==> src/rtl/conv1x1_stream_feeder.sv <==
// Feeds the serial 1x1 conv core from a weight memory and an activation memory.
// Optional build macro: CONV_FEED_WAIT_RESULT_EN (pace pixels on core_out_valid).
module conv1x1_stream_feeder #(
  parameter int DATA_WIDTH   = 16,
  parameter int IN_CHANNELS  = 16,
  parameter int OUT_CHANNELS = 4,
  parameter int NUM_PIXELS   = 1,
  parameter int DRAIN_CYCLES = OUT_CHANNELS*(IN_CHANNELS+3)+2,
  localparam int KBEATS = IN_CHANNELS*OUT_CHANNELS,
  localparam int WAW = (KBEATS > 1) ? $clog2(KBEATS) : 1,
  localparam int XAW = (NUM_PIXELS*IN_CHANNELS > 1) ? $clog2(NUM_PIXELS*IN_CHANNELS) : 1
) (
  input  logic                  clk,
  input  logic                  rst_n,
  input  logic                  start,
  output logic                  busy,
  output logic                  done,
  output logic                  w_rd_en,
  output logic [WAW-1:0]        w_addr,
  input  logic [DATA_WIDTH-1:0] w_rd_data,
  output logic                  x_rd_en,
  output logic [XAW-1:0]        x_addr,
  input  logic [DATA_WIDTH-1:0] x_rd_data,
  output logic                  load_kernel,
  output logic [DATA_WIDTH-1:0] in_data,
  output logic                  in_valid,
  input  logic                  core_out_valid
);

  typedef enum logic [2:0] {IDLE, K_PRE, K_LOAD, X_PRE, X_SEND, DRAIN, FINISH} state_e;

  localparam int CNT_MAX = (KBEATS > DRAIN_CYCLES) ?
                           ((KBEATS > IN_CHANNELS) ? KBEATS : IN_CHANNELS) :
                           ((DRAIN_CYCLES > IN_CHANNELS) ? DRAIN_CYCLES : IN_CHANNELS);
  localparam int CW = $clog2(CNT_MAX + 1);
  localparam int PW = $clog2(NUM_PIXELS + 1);

  state_e          state_q;
  logic            kernel_sent_q;
  logic            busy_q;
  logic            done_q;
  logic            w_rd_en_q;
  logic            x_rd_en_q;
  logic            load_kernel_q;
  logic            in_valid_q;
  logic [WAW-1:0]  w_addr_q;
  logic [XAW-1:0]  x_addr_q;
  logic [CW-1:0]   cnt_q;
  logic [PW-1:0]   pixel_q;
  logic            drain_exit;

  function automatic logic [XAW-1:0] x_addr_of(input int pixel, input int ic);
    return XAW'(pixel*IN_CHANNELS + ic);
  endfunction

`ifdef CONV_FEED_WAIT_RESULT_EN
  logic seen_q;
  // Leave DRAIN on the first low sample after the core's result window was seen.
  assign drain_exit = seen_q && !core_out_valid;
`else
  logic unused_core_out_valid;
  assign unused_core_out_valid = core_out_valid;
  assign drain_exit = (cnt_q == CW'(DRAIN_CYCLES-1));
`endif

  always_ff @(posedge clk or negedge rst_n) begin
    if (!rst_n) begin
      state_q       <= IDLE;
      kernel_sent_q <= 1'b0;
      busy_q        <= 1'b0;
      done_q        <= 1'b0;
      w_rd_en_q     <= 1'b0;
      x_rd_en_q     <= 1'b0;
      load_kernel_q <= 1'b0;
      in_valid_q    <= 1'b0;
      w_addr_q      <= '0;
      x_addr_q      <= '0;
      cnt_q         <= '0;
      pixel_q       <= '0;
`ifdef CONV_FEED_WAIT_RESULT_EN
      seen_q        <= 1'b0;
`endif
    end else begin
      done_q        <= 1'b0;
      w_rd_en_q     <= 1'b0;
      x_rd_en_q     <= 1'b0;
      load_kernel_q <= 1'b0;
      in_valid_q    <= 1'b0;
      w_addr_q      <= '0;
      x_addr_q      <= '0;
      // Outputs are registered: each branch sets the strobes for the state it enters.
      case (state_q)
        IDLE: begin
          if (start) begin
            busy_q  <= 1'b1;
            pixel_q <= '0;
            cnt_q   <= '0;
            if (!kernel_sent_q) begin
              state_q       <= K_PRE;
              load_kernel_q <= 1'b1;
              w_rd_en_q     <= 1'b1;
            end else begin
              state_q    <= X_PRE;
              in_valid_q <= 1'b1;
              x_rd_en_q  <= 1'b1;
            end
          end
        end
        K_PRE: begin
          state_q       <= K_LOAD;
          cnt_q         <= '0;
          load_kernel_q <= 1'b1;
          if (KBEATS > 1) begin
            w_rd_en_q <= 1'b1;
            w_addr_q  <= WAW'(1);
          end
        end
        K_LOAD: begin
          if (cnt_q == CW'(KBEATS-1)) begin
            state_q       <= X_PRE;
            kernel_sent_q <= 1'b1;
            in_valid_q    <= 1'b1;
            x_rd_en_q     <= 1'b1;
            x_addr_q      <= x_addr_of(int'(pixel_q), 0);
          end else begin
            cnt_q         <= cnt_q + CW'(1);
            load_kernel_q <= 1'b1;
            if (int'(cnt_q) + 2 < KBEATS) begin
              w_rd_en_q <= 1'b1;
              w_addr_q  <= WAW'(int'(cnt_q) + 2);
            end
          end
        end
        X_PRE: begin
          state_q    <= X_SEND;
          cnt_q      <= '0;
          in_valid_q <= 1'b1;
          if (IN_CHANNELS > 1) begin
            x_rd_en_q <= 1'b1;
            x_addr_q  <= x_addr_of(int'(pixel_q), 1);
          end
        end
        X_SEND: begin
          if (cnt_q == CW'(IN_CHANNELS-1)) begin
            state_q <= DRAIN;
            cnt_q   <= '0;
`ifdef CONV_FEED_WAIT_RESULT_EN
            seen_q  <= 1'b0;
`endif
          end else begin
            cnt_q      <= cnt_q + CW'(1);
            in_valid_q <= 1'b1;
            if (int'(cnt_q) + 2 < IN_CHANNELS) begin
              x_rd_en_q <= 1'b1;
              x_addr_q  <= x_addr_of(int'(pixel_q), int'(cnt_q) + 2);
            end
          end
        end
        DRAIN: begin
`ifdef CONV_FEED_WAIT_RESULT_EN
          if (core_out_valid) seen_q <= 1'b1;
`else
          cnt_q <= cnt_q + CW'(1);
`endif
          if (drain_exit) begin
            if (int'(pixel_q) + 1 < NUM_PIXELS) begin
              state_q    <= X_PRE;
              pixel_q    <= pixel_q + PW'(1);
              in_valid_q <= 1'b1;
              x_rd_en_q  <= 1'b1;
              x_addr_q   <= x_addr_of(int'(pixel_q) + 1, 0);
            end else begin
              state_q <= FINISH;
              done_q  <= 1'b1;
            end
          end
        end
        FINISH: begin
          state_q <= IDLE;
          busy_q  <= 1'b0;
        end
        default: state_q <= IDLE;
      endcase
    end
  end

  // Data bus follows the state so it drops to zero with reset, without a register stage.
  always_comb begin
    in_data = '0;
    case (state_q)
      K_PRE, K_LOAD: in_data = w_rd_data;
      X_PRE, X_SEND: in_data = x_rd_data;
      default:       in_data = '0;
    endcase
  end

  assign busy        = busy_q;
  assign done        = done_q;
  assign w_rd_en     = w_rd_en_q;
  assign w_addr      = w_addr_q;
  assign x_rd_en     = x_rd_en_q;
  assign x_addr      = x_addr_q;
  assign load_kernel = load_kernel_q;
  assign in_valid    = in_valid_q;

endmodule
==> config.mk <==
export PLATFORM = sky130hd
export DESIGN_NAME = conv1x1_stream_feeder
export DESIGN_NICKNAME = d
export VERILOG_FILES = /design/src/rtl/conv1x1_stream_feeder.sv
export SDC_FILE = /design/constraint.sdc
export NUM_CORES = 1
export LEC_CHECK = 0
export BUFFER_PORTS_ARGS = -buffer_cell sky130_fd_sc_hd__buf_4
export CORE_ASPECT_RATIO = 1.1
export CORE_UTILIZATION = 45
export CTS_CLUSTER_SIZE = 30
export DETAILED_ROUTE_END_ITERATION = 10
export PLACE_DENSITY = 0.78
export SLEW_MARGIN = 15
export SYNTH_ARGS = -nofsm -noshare
export SYNTH_HDL_FRONTEND = slang
export SYNTH_SLANG_ARGS = --single-unit
==> constraint.sdc <==
create_clock -name clk -period 1.6 [get_ports clk]
set_input_delay 0.16 -clock clk [delete_from_list [all_inputs] [get_ports clk]]
set_output_delay 0.16 -clock clk [all_outputs]
set_load 0.03 [all_outputs]
**Word-level counts from Yosys, hierarchy flattened**

Index checks and enable logic that the tools add are counted.

- Memories: 0
- Memory bits (writable): 0
- Word-level logic and storage cells: 92
- Memory bits (read-only): 0
- Bits in registers: 28
- Latch bits: 0
- Output and inout port bits: 32

- Divide/modulo/power cells: 0
- Reduce and logical (&&, ||, !) cells: 12
- $mul: 0
- Shift operators: 0
- Bitwise logic cells: 0
- Eq/ne operators: 15
- $lt $le $gt $ge: 3
- Mux-type cells: 44
- Add/sub/neg operators: 6

Operators by type and width:

| operator | number |
|---|---|
| 7-bit case mux with 5 select lines | 1 |
| 32-bit by 2-bit less-than comparator with 1-bit output, second input constant | 1 |
| 16-bit case mux with 2 select lines | 1 |
| 7-bit two-way mux | 3 |
| 1-bit two-way mux | 20 |
| 3-bit case mux with 6 select lines | 1 |
| 3-bit two-way mux | 5 |
| 6-bit two-way mux | 2 |
| 2-bit != test, second input constant | 6 |
| 6-bit case mux with 2 select lines | 1 |
| 1-bit case mux with 5 select lines | 2 |
| 3-bit equality test, second input constant | 3 |
| 7-bit by 2-bit adder with 8-bit output, second input constant | 1 |
| 8-bit by 5-bit less-than comparator with 1-bit output, second input constant | 1 |
| 8-bit by 7-bit less-than comparator with 1-bit output, second input constant | 1 |
| 4-bit two-way mux | 2 |
| 4-bit case mux with 2 select lines | 1 |
| 4-bit AND reduction | 2 |
| 7-bit by 1-bit adder with 7-bit output, second input constant | 1 |
| 7-bit by 4-bit equality test with 1-bit output, second input constant | 1 |
| 7-bit by 6-bit equality test with 1-bit output, second input constant | 1 |
| 7-bit equality test, second input constant | 1 |
| 3-bit by 2-bit equality test with 1-bit output, second input constant | 2 |
| 1-bit case mux with 3 select lines | 2 |
| other kinds (13) | 18 |

**Depth between registers and ports, before layout**

- Word-level depth: 5
- Mapped depth: 6
- Depth with buffers taken out: 6

**Least setup slack after synthesis**

OpenSTA, ideal clock, no wires.

- Path kind: reg2out
- Start: register state_q[0]
- End: output port in_data[10]
- Data required time: 1.440 ns
- Buffers on the path: 3
- Stages on the path, launching flop included: 7
- Slack: -0.335 ns
- Arrival time: 1.775 ns
- Cell sequence: dfrtp_1 -> buf_2 -> nor2b_1 -> buf_2 -> buf_2 -> a21oi_1 -> o21ai_0

- Longest elaborated chain between the ends: 3

RTL lines:

| element | RTL line | source |
|---|---|---|
| start, declared | 38 | `state_e state_q;` |
| start signal, assigned | 68 | `state_q <= IDLE;` |
| start signal, assigned | 99 | `state_q <= K_PRE;` |
| start signal, assigned | 103 | `state_q <= X_PRE;` |
| 3-bit by 2-bit equality test with 1-bit output, or another cell as far along | 190 | `case (state_q)` |
| 2-bit OR reduction | 190 |  |
| 16-bit case mux with 2 select lines (*) | 190 |  |
| end, declared | 25 | `output logic [DATA_WIDTH-1:0] in_data,` |

Every way passes the cells marked *; elsewhere a longest branch is shown, timed or not.

**Worst setup path after layout**

- Start: register state_q[2]
- End: output port in_data[9]

Same word-level chain as after synthesis.

==> implementation parameters <==
Parameter                              Value

Outcome
  Result of the run ... finished with violations
  Violations in the final reports ... setup timing

Power
  Pwr per Cell Area ... 365 nW/um^2
  Internal Pwr Total ... 939 uW
  Switching power share of the total ... 24.2%
  Share of total power in combinational logic ... 12.1%
  Worst vdd ir ... 301 uV
  Clock power frac ... 32.9%
  Leakage power of the design ... 0.00164 uW
  NetSw ... 299 uW
  Seq pwr share ... 55.1%

STA
  Final Hold Viols ... 0
  Peak clock frequency supported by timing ... 538 MHz
  Worst setup slack after layout ... -258 ps
  Final clock skew ... 3.40 ps
  Final worst path period need ... 1860 ps
  Share of the cycle needed by the critical path after routing ... 116%
  Worst Max-Slew Pin Slew ... 444 ps
  Setup violations, final ... 38
  Final number of max-transition violations ... 0
  Unrepaired setup endpoints after global routing ... yes
  Worst slew margin relative to its limit ... 70.4%
  Hold Slack ... 250 ps

Place
  Pre-CTS setup slack ... -114 ps
  Placed Instances ... 374
  Count of buffers inserted at the top-level ports ... 66
  Final RePlAce weighted congestion ... 0.877
  Placed standard-cell area ... 2750 um^2
  DPL Wire Length ... 4.00 mm

Logic synthesis
  Per-instance average area after synthesis ... 7.98 um^2
  Largest family of logic cells by synthesized area ... compound AO/OA/AOI/OAI gates
  Area share of the leading cell type in the synthesized netlist ... 35.6%
  Mux share of post-synthesis cell area ... 8.44%
  Net count of the mapped netlist ... 277
  Synth area leaders ... sky130_fd_sc_hd__dfrtp_1, sky130_fd_sc_hd__mux2i_1, sky130_fd_sc_hd__a21oi_1
  Simple-gate area share of the yosys netlist ... 21.9%
  Mapped cell area ... 1900 um^2
  Synthesized-area fraction occupied by xor and xnor cells ... 1.85%
  Adder-cell area share of the yosys netlist ... 1.98%
  Synthesis Warnings ... 0
  Yosys cell types ... 47
  Count of flip-flops with a built-in enable after synthesis ... 0
  Most frequently used flop master after synthesis ... sky130_fd_sc_hd__dfrtp_1
  Share of the synthesized area in compound gates (AO/OA/AOI/OAI) ... 23.8%
  Syn Inst Count ... 238
  Leading area contributor after synthesis ... sky130_fd_sc_hd__dfrtp_1
  Ys async rst share ... 100%
  Synth top cells by count ... sky130_fd_sc_hd__dfrtp_1, sky130_fd_sc_hd__nand2_1, sky130_fd_sc_hd__a21oi_1, sky130_fd_sc_hd__nor2_1, sky130_fd_sc_hd__o21ai_0
  Seq/Total Area, Yosys ... 35.6%
  Flip-flop and latch count after synthesis ... 27

Clock network
  Clock Sinks ... 27
  Deepest clock path buffer count ... 2
  Max H-tree Level ... 1
  Clock root buffer ... sky130_fd_sc_hd__clkbuf_8
  Worst skew pair latency ... 270 ps
  Num CTS Buffers ... 3
  CTS clk-pin slew, worst paths ... 100 ps
  CTS tree ... done

Flow run
  Count of max-cap constraint violations ... 0

Setup path
  Number of buffer and inverter stages on the critical path ... 4
  Critical-path maximum fanout ... 8
  Required time of the critical path ... 1440 ps
  CP delay by family, top ... buffers and inverters
  Number of stages on the worst setup path ... 7
  Worst path slowest cell ... sky130_fd_sc_hd__dfrtp_1
  Capture point of the critical path ... in_data[9]
  FF-to-FF Start ... state_q[0]
  Launching element type of the critical path ... register
  Most common cell on crit path ... sky130_fd_sc_hd__buf_6
  Category of the worst setup path capture point ... output port
  Worst Setup SP ... state_q[2]
  R2R setup slack ... -210 ps
  Crit Path Category ... register to output port
  Worst Path Arrival ... 1700 ps
  Largest incremental delay on the critical path ... 410 ps
  Reg2Reg Depth ... 8
  Cells traversed along the worst timing path ... buf_6 > clkinvlp_4 > nor2_4 > buf_8 > nand2_1 > o21ai_2 > buf_6
  Reg2reg end ... cnt_q[2]

Drt
  Remaining design rule violation count ... 0
  Via count ... 2505
  Routed wirelength normalized by instance count ... 21.1 um
  Detailed-route wire length ... 8.34 mm
  Detailed-route vias per instance ... 6.33
  Remaining antenna violation count ... 0
  Initial DRC count ... 267
  Count of TritonRoute iterations in the first routing pass ... 5

Global routing
  Global-route wire length before repair ... 10.6 mm
  Number of global-route vias before repair ... 2300
  Residual overflow from global routing ... 0
  Largest net degree at the start of global routing ... 28
  Antenna violations before repair ... 0
  Global-route usage over all layers ... 29.9%

Min path
  Hold Crit Class ... input port to register

Cells and area
  Synth-to-Final Area Change ... 78.5%
  Layout Cell Area excl Fill ... 3390 um^2
  Utilization of the core after routing ... 84.8%
  Final Non-Filler Cells ... 396
  Count of nets after finishing ... 384
  Fraction of layout cells with a size suffix above 1 ... 59.3%
  Antenna cells ... 0

Floorplanning
  Die W ... 63.9 um
  Rows ... 24
  Initial cell density of the core ... 47.5%
  Y dimension of the die ... 70.1 um
  IO Pins ... 68
  Core box area ... 3990 um^2
  Die area ... 4480 um^2
## logic make-up after synthesis
logic type,Yosys count
buf+inv,28
mux,16
simple gates,86
fa+ha+maj,3
xor+xnor,4
flops,27
compound gates,74
## layer usage
metal	GRT usage (%)	up-vias	routed length, um
met5	0	-	0
met4	14.4	0	485
met3	3.10	50	644
met2	50.2	177	4200
met1	38.0	1224	3010
li1	-	1054	-
## layout by cell type, fill, tap and decap left out, types with 3 or more instances in the layout
cell                       count
sky130_fd_sc_hd__buf_8         3
sky130_fd_sc_hd__inv_1         6
sky130_fd_sc_hd__buf_6        28
sky130_fd_sc_hd__o21ai_1       3
sky130_fd_sc_hd__nor2_2        4
sky130_fd_sc_hd__nor2_1       20
sky130_fd_sc_hd__a21oi_1       5
sky130_fd_sc_hd__mux2i_1      13
sky130_fd_sc_hd__nand2_1      18
sky130_fd_sc_hd__o211ai_1      3
sky130_fd_sc_hd__dfrtp_1      25
sky130_fd_sc_hd__a21oi_2      18
sky130_fd_sc_hd__buf_12        4
sky130_fd_sc_hd__nand2_2       8
sky130_fd_sc_hd__nand2b_1      3
sky130_fd_sc_hd__buf_4        86
sky130_fd_sc_hd__and3_1        3
sky130_fd_sc_hd__mux2i_2       3
sky130_fd_sc_hd__a21oi_4       3
sky130_fd_sc_hd__xnor2_1       3
sky130_fd_sc_hd__nand3_1       5
sky130_fd_sc_hd__o21ai_2      17
sky130_fd_sc_hd__o21ai_0       5
sky130_fd_sc_hd__clkbuf_8      3
## area by class of cell
type | instances | area, um^2
multi-input combinational | 183 | 1470
timing repair buffer | 122 | 1100
sequential | 27 | 678
fill | 199 | 606
tap | 52 | 65.1
clock buffer | 4 | 45.0
inverter | 8 | 37.5
## timing repair
| item | CTS | global route |
|---|---|---|
| setup buffers | 9 | 7 |
| pin swaps | 7 | 30 |
| gates cloned | 2 | 0 |
| endpoints found under the setup margin | 35 | 37 |
| hold endpoints to repair | 27 | 0 |
| resized for setup | 54 | 59 |
| hold buffers | 1 | 0 |
## per-stage QoR
stage	setup TNS, ps	power [uW]
finish	-5710	1240
global route	-7350	1270
CTS	-2840	1200
detailed placement	-980	812
global placement	-265	809
floorplan	-309	724
## power groups by stage
stage	Clock, uW	Combinational (uW)	Sequential [uW]
6_report	407	149	682
5_1_grt	427	158	682
3_5_place_dp	0	117	695
2_1_floorplan	0	28.0	695
4_1_cts	391	127	682
3_3_place_gp	0	114	695
## worst register-to-register path, delay by kind of cell, from the launching register on
kind | cells | cell delay (ps)
buf+inv | 4 | 550
flops | 1 | 460
simple gates | 2 | 470
compound gates | 2 | 250
## registers in the layout, indices dropped and copies added (netlist names)
signal,cells
state_q,3
done,1
cnt_q,7
w_addr,6
in_valid,1
w_rd_en,1
kernel_sent_q,1
busy,1
x_addr,4
x_rd_en,1
load_kernel,1
## how the worst min path moves through the flow
stage	end	slack, ps	from	cells after the start
2_1_floorplan	busy	-140	rst_n	0
4_1_cts	busy	220	start	3
3_3_place_gp	cnt_q[3]	90	rst_n	1
3_5_place_dp	cnt_q[3]	90	rst_n	1
5_1_grt	busy	270	start	3
6_report	busy	250	start	3
No activity file was read; power rests on OpenSTA's default activity.
